--- config.mk ---
export PLATFORM = sky130hd
export DESIGN_NAME = bcd_display_scan
export DESIGN_NICKNAME = d
export VERILOG_FILES = /design/src/rtl/bcd_display_scan_pkg.sv /design/src/rtl/bcd_display_scan_seg7.sv /design/src/rtl/bcd_display_scan.sv
export SDC_FILE = /design/constraint.sdc
export NUM_CORES = 1
export LEC_CHECK = 0
export ABC_CLOCK_PERIOD_IN_PS = 3800
export BUFFER_PORTS_ARGS = -buffer_cell sky130_fd_sc_hd__buf_2
export CORE_ASPECT_RATIO = 0.5
export CORE_UTILIZATION = 25
export CTS_BUF_LIST = sky130_fd_sc_hd__clkbuf_8 sky130_fd_sc_hd__clkbuf_16
export DETAILED_ROUTE_END_ITERATION = 16
export MAX_ROUTING_LAYER = met4
export PLACE_DENSITY = 0.47
export SLEW_MARGIN = 20
export SYNTH_ARGS = -nofsm -noshare
export SYNTH_HDL_FRONTEND = slang
export SYNTH_SLANG_ARGS = --single-unit
export TNS_END_PERCENT = 20
--- constraint.sdc ---
create_clock -name i_clk -period 3.8 [get_ports i_clk]
set_input_delay 0.57 -clock i_clk [delete_from_list [all_inputs] [get_ports i_clk]]
set_output_delay 0.57 -clock i_clk [all_outputs]
set_load 0.01 [all_outputs]
--- src/rtl/bcd_display_scan_pkg.sv ---
// Shared constants for the multiplexed 7-segment scanner: segment patterns and FSM states.
// Latency: n/a (constants only).
// Backpressure: n/a.
package bcd_display_scan_pkg;

    // Active-high gfedcba patterns; bit0 = segment a, bit6 = segment g.
    localparam logic [6:0] SEG_0    = 7'h3F;
    localparam logic [6:0] SEG_1    = 7'h06;
    localparam logic [6:0] SEG_2    = 7'h5B;
    localparam logic [6:0] SEG_3    = 7'h4F;
    localparam logic [6:0] SEG_4    = 7'h66;
    localparam logic [6:0] SEG_5    = 7'h6D;
    localparam logic [6:0] SEG_6    = 7'h7D;
    localparam logic [6:0] SEG_7    = 7'h07;
    localparam logic [6:0] SEG_8    = 7'h7F;
    localparam logic [6:0] SEG_9    = 7'h6F;
    localparam logic [6:0] SEG_DASH = 7'h40;
    localparam logic [6:0] SEG_OFF  = 7'h00;

    // Scanner phases: all digits dark, or one digit driven.
    typedef enum logic {
        ST_BLANK = 1'b0,
        ST_DRIVE = 1'b1
    } state_e;

endpackage

--- src/rtl/bcd_display_scan_seg7.sv ---
// BCD nibble to active-high gfedcba segment decoder; non-BCD nibbles show a dash.
// Latency: purely combinational.
// Backpressure: none.
module bcd_to_seg7
    import bcd_display_scan_pkg::*;
(
    input  logic [3:0] i_nibble,
    output logic [6:0] o_seg
);

    // Table lookup; A-F are not valid BCD and fall through to the dash.
    always_comb begin
        o_seg = SEG_DASH;
        case (i_nibble)
            4'd0: o_seg = SEG_0;
            4'd1: o_seg = SEG_1;
            4'd2: o_seg = SEG_2;
            4'd3: o_seg = SEG_3;
            4'd4: o_seg = SEG_4;
            4'd5: o_seg = SEG_5;
            4'd6: o_seg = SEG_6;
            4'd7: o_seg = SEG_7;
            4'd8: o_seg = SEG_8;
            4'd9: o_seg = SEG_9;
            default: o_seg = SEG_DASH;
        endcase
    end

endmodule

--- src/rtl/bcd_display_scan.sv ---
// Scans packed BCD digits onto a multiplexed 7-segment display with dead time between digits.
// Latency: outputs registered from next-state; o_frame pulses on the first edge after reset release.
// Backpressure: none; i_bcd/i_dp are sampled once per frame, i_ena only gates the outputs.
module bcd_display_scan
    import bcd_display_scan_pkg::*;
#(
    parameter int NUM_DIGITS     = 3,
    parameter int DWELL_CYCLES   = 1000,
    parameter int BLANK_CYCLES   = 16,
    parameter int SEG_ACTIVE_LOW = 1,
    parameter int AN_ACTIVE_LOW  = 1
) (
    input  logic                    i_clk,
    input  logic                    i_reset,
    input  logic                    i_ena,
    input  logic [4*NUM_DIGITS-1:0] i_bcd,
    input  logic [NUM_DIGITS-1:0]   i_dp,
    input  logic                    i_lzb,
    output logic [6:0]              o_seg,
    output logic                    o_dp,
    output logic [NUM_DIGITS-1:0]   o_an,
    output logic                    o_frame
);

    localparam int MAX_CNT = (DWELL_CYCLES > BLANK_CYCLES) ? DWELL_CYCLES : BLANK_CYCLES;
    localparam int CNT_W   = $clog2(MAX_CNT + 1);
    localparam int IDX_W   = (NUM_DIGITS > 1) ? $clog2(NUM_DIGITS) : 1;

    // cnt counts down to 0 within each phase; the reset value sits one above the first
    // BLANK value so that the first edge after release is the first BLANK cycle.
    localparam logic [CNT_W-1:0] CNT_RESET       = CNT_W'(BLANK_CYCLES);
    localparam logic [CNT_W-1:0] CNT_BLANK_FIRST = CNT_W'(BLANK_CYCLES - 1);
    localparam logic [CNT_W-1:0] CNT_DRIVE_FIRST = CNT_W'(DWELL_CYCLES - 1);
    localparam logic [IDX_W-1:0] IDX_LAST        = IDX_W'(NUM_DIGITS - 1);

    localparam logic                  SEG_INV   = (SEG_ACTIVE_LOW != 0);
    localparam logic                  AN_INV    = (AN_ACTIVE_LOW != 0);
    localparam logic [6:0]            SEG_INACT = {7{SEG_INV}};
    localparam logic                  DP_INACT  = SEG_INV;
    localparam logic [NUM_DIGITS-1:0] AN_INACT  = {NUM_DIGITS{AN_INV}};

    state_e                  state_q, state_d;
    logic [IDX_W-1:0]        idx_q, idx_d;
    logic [CNT_W-1:0]        cnt_q, cnt_d;
    logic [4*NUM_DIGITS-1:0] snap_bcd_q, snap_bcd_d;
    logic [NUM_DIGITS-1:0]   snap_dp_q, snap_dp_d;
    logic [6:0]              seg_q, seg_d;
    logic                    dp_q, dp_d;
    logic [NUM_DIGITS-1:0]   an_q, an_d;
    logic                    frame_q, frame_d;

    logic                    take_snap;
    logic [3:0]              cur_nibble;
    logic                    cur_dp;
    logic                    cur_lz;
    logic [6:0]              dec_seg;

    // Phase sequencing: BLANK -> DRIVE on the same digit, DRIVE -> BLANK on the next digit.
    always_comb begin
        state_d = state_q;
        idx_d   = idx_q;
        cnt_d   = cnt_q - CNT_W'(1);
        if (cnt_q == '0) begin
            if (state_q == ST_BLANK) begin
                state_d = ST_DRIVE;
                cnt_d   = CNT_DRIVE_FIRST;
            end else begin
                state_d = ST_BLANK;
                cnt_d   = CNT_BLANK_FIRST;
                idx_d   = (idx_q == IDX_LAST) ? '0 : idx_q + IDX_W'(1);
            end
        end
        // The first BLANK cycle of digit 0 opens a new frame.
        take_snap  = (state_d == ST_BLANK) && (idx_d == '0) && (cnt_d == CNT_BLANK_FIRST);
        snap_bcd_d = take_snap ? i_bcd : snap_bcd_q;
        snap_dp_d  = take_snap ? i_dp  : snap_dp_q;
    end

    // Select the digit about to be driven from the frozen snapshot, including its blanking state.
    always_comb begin
        logic all_zero;
        cur_nibble = 4'd0;
        cur_dp     = 1'b0;
        cur_lz     = 1'b0;
        all_zero   = 1'b1;
        for (int k = 0; k < NUM_DIGITS; k++) begin
            if (idx_d == IDX_W'(k)) begin
                cur_nibble = snap_bcd_q[4*k +: 4];
                cur_dp     = snap_dp_q[k];
            end
        end
        // Walk down from the top digit; digit 0 is never a candidate for blanking.
        for (int k = NUM_DIGITS - 1; k > 0; k--) begin
            all_zero = all_zero && (snap_bcd_q[4*k +: 4] == 4'd0);
            if (idx_d == IDX_W'(k)) begin
                cur_lz = all_zero;
            end
        end
    end

    bcd_to_seg7 u_dec (
        .i_nibble (cur_nibble),
        .o_seg    (dec_seg)
    );

    // Output values for the upcoming cycle, polarity applied before registering.
    always_comb begin
        logic                  drive;
        logic [6:0]            seg_act;
        logic [NUM_DIGITS-1:0] an_act;
        drive   = (state_d == ST_DRIVE) && i_ena;
        seg_act = SEG_OFF;
        an_act  = '0;
        if (drive) begin
            seg_act = (i_lzb && cur_lz) ? SEG_OFF : dec_seg;
            for (int k = 0; k < NUM_DIGITS; k++) begin
                an_act[k] = (idx_d == IDX_W'(k));
            end
        end
        seg_d   = SEG_INV ? ~seg_act : seg_act;
        dp_d    = SEG_INV ? ~(drive && cur_dp) : (drive && cur_dp);
        an_d    = AN_INV ? ~an_act : an_act;
        frame_d = take_snap;
    end

    // State, snapshot and output registers with synchronous reset.
    always_ff @(posedge i_clk) begin
        if (i_reset) begin
            state_q    <= ST_BLANK;
            idx_q      <= '0;
            cnt_q      <= CNT_RESET;
            snap_bcd_q <= '0;
            snap_dp_q  <= '0;
            seg_q      <= SEG_INACT;
            dp_q       <= DP_INACT;
            an_q       <= AN_INACT;
            frame_q    <= 1'b0;
        end else begin
            state_q    <= state_d;
            idx_q      <= idx_d;
            cnt_q      <= cnt_d;
            snap_bcd_q <= snap_bcd_d;
            snap_dp_q  <= snap_dp_d;
            seg_q      <= seg_d;
            dp_q       <= dp_d;
            an_q       <= an_d;
            frame_q    <= frame_d;
        end
    end

    assign o_seg   = seg_q;
    assign o_dp    = dp_q;
    assign o_an    = an_q;
    assign o_frame = frame_q;

endmodule
==> impl_metrics.yaml <==
yosys:
  syn_area_per_cell_um2: 8.91
  seq_area_frac_synth_pct: 33.3
  ys_types: 60
  ys.flop_type: "dfxtp_1"
  synth-edff-count: 0
  syn_inst: 270
  yosysWarnings: 0
  syn_nets: 296
  ys_ff_latch: 40
  synth_area_mm2: 0.00240
  ys_async_sr_fraction_pct: 0
cts:
  cts.clk_slew.worst_paths_ps: 60
  clockBufferDepth: 2
  cts_setup_buffers: 0
  clk_latency_ps: 280
  htree_levels: 2
  hold_buffers: 0
  tritoncts: "done"
  numCtsBuffers: 5
  cts.repair.resized: 0
  root_buffer: "clkbuf_16"
  cts.sinks: 40
floorplanning:
  pin_count: 31
  rows: 24
  start_util_pct: 26.7
  die_x_um: 141
  die_h_um: 71.4
  core_area_mm2: 0.00901
  die_area_mm2: 0.0100
final_layout:
  layout-drive-gt1-share_pct: 23.6
  finalInstanceArea_mm2: 0.00279
  fillers: 948
  most-common-layout-cells: "dfxtp_1, a21oi_1, buf_2"
  regArea_um2: 801
  fin_cells: 409
  final_common_cell: "dfxtp_1"
  postLayoutCoreUtil_pct: 31.0
  multiInputGateArea_mm2: 0.00145
  fin_nets: 317
  diodes: 0
  syn2layout_area_growth_pct: 16.2
power:
  power.total_mw: 1.75
  ir_worst_vdd_mv: 0.237
  p_per_area_mw_per_mm2: 627
  power_leakage_nw: 0.970
critical_path:
  cp_num_buf_inv: 2
  crit_family: "simple AND/OR/NAND/NOR gates"
  required_ps: 4020
  path_cells: "inv_1 > ha_1 > or4b_4 > or4_4 > a21oi_1 > a221o_1 > inv_1 > ha_1 > mux2_4 > a21oi_1"
  arrival_ps: 3310
  path_class: "register to register"
  slowest_stage: "or4_4"
  critical_path.max_stage_delay_ps: 550
  end_kind: "register"
  worstPathMaxFanout: 7
  worstSetupStartpointType: "register"
grt:
  grt_pass1_wl_mm: 10.2
  antenna_found_initial: 0
  grtUsageMet2_pct: 19.7
  grt_use_total_pct: 13.6
  grt_max_degree: 31
  use_met3_pct: 3.74
  grt_use_met1_pct: 17.9
  top_usage_layer: "met2"
  grt.overflow.total: 0
  grt_pass1_vias: 2014
place:
  dpl_worst_slack_ps: 707
  dp_cells: 401
  port_buffers: 30
  gp_congestion: 0.809
  placed_area_mm2: 0.00262
  dp_hpwl_mm: 4.60
sta:
  max_slew_margin_pct: 42.7
  rsz0062_at_grt: "no"
  hold_violations: 0
  period_minus_slack_ps: 3090
  tns_ps: 0
  fin_skew_ps: 5.97
  holdWs_ps: 473
  fin_ws_ps: 708
  setup_viol: 0
  final_max_slew_viol_count: 0
  worst_pin_slew_ps: 859
  fmax_ghz: 0.323
  timing.final.crit_share_pct: 81.4
min_path:
  hold_path.class: "register to register"
routing:
  post_drt_wl_per_cell_um: 15.7
  num_vias: 2135
  dr.pass1.iters: 4
  drc: 0
  vias_per_cell: 5.22
  ant_nets: 0
  wl_mm: 6.43
  drt_iter0_drc: 145
run:
  maxCapViolCount: 0
run_status:
  status: "finished, final reports clean"
[layout make-up]
type / count / share of cell area [%]
clock buffers: 5 / 4.48
clock inverters: 3 / 1.66
inverters: 10 / 1.34
multi-input cells: 199 / 51.9
flip-flops and latches: 40 / 28.7
well taps: 117 / 5.24
repair buffers: 35 / 6.72
[cell usage after synthesis, drive strengths merged (5+ instances only)]
| master | instances | share of area [%] |
|---|---|---|
| mux2 | 5 | 2.7 |
| mux2i | 5 | 2.1 |
| o31ai | 18 | 7.5 |
| inv | 10 | 1.6 |
| or3b | 7 | 2.5 |
| nor2 | 14 | 2.2 |
| nand4 | 16 | 4.2 |
| buf | 10 | 3.1 |
| o21ai | 11 | 2.3 |
| nand3b | 7 | 2.2 |
| ha | 7 | 3.6 |
| clkbuf | 11 | 1.7 |
| dfxtp | 40 | 33 |
| a21oi | 30 | 6.2 |
| nand2 | 9 | 1.4 |
[layer usage]
layer  vias up  share of wire [%]
met5         -                  0
met2        59                 42
li1       1076                  -
met4         0                1.6
met1       990                 49
met3        10                7.6
[flip-flops by register name, indices dropped and copies added (netlist names)]
| name | count |
|---|---|
| cnt_q | 10 |
| o_an | 3 |
| snap_dp_q | 3 |
| o_dp | 1 |
| idx_q | 2 |
| snap_bcd_q | 12 |
| state_q | 1 |
| o_seg | 7 |
| o_frame | 1 |
[worst min-delay path, stage by stage, from the launching register on]
cell and delay [ps]:
dfxtp_1 310, o31ai_1 60, a21oi_1 60
[path summary, 6_finish.rpt]
check | from | slack [ps] | cells after the start | end
setup reg to reg | cnt_q[0]$_SDFF_PP0_ | 710 | 10 | o_seg[5]$_SDFF_PP1_
setup / recovery | cnt_q[0]$_SDFF_PP0_ | 710 | 10 | o_seg[5]$_SDFF_PP1_
hold / removal | snap_dp_q[0]$_SDFFE_PP0P_ | 470 | 2 | snap_dp_q[0]$_SDFFE_PP0P_
hold reg to reg | snap_dp_q[0]$_SDFFE_PP0P_ | 470 | 2 | snap_dp_q[0]$_SDFFE_PP0P_
[power by group]
group          switching, mW  leakage [nW]  internal [mW]
clock                  0.183        0.0804          0.312
sequential            0.0839         0.325          0.479
combinational          0.466         0.564          0.227
total                  0.733         0.970           1.02
[kinds of logic after synthesis]
kind of cell | after synthesis | share of synthesized area (%)
AO/OA/AOI/OAI | 83 | 25.2
XOR/XNOR | 4 | 1.46
AND/OR/NAND/NOR | 95 | 25.3
flip-flops | 40 | 33.3
buffers and inverters | 31 | 6.40
adder cells (fa/ha/maj) | 7 | 3.64
multiplexers | 10 | 4.73
No activity file was read; power rests on OpenSTA's default activity.
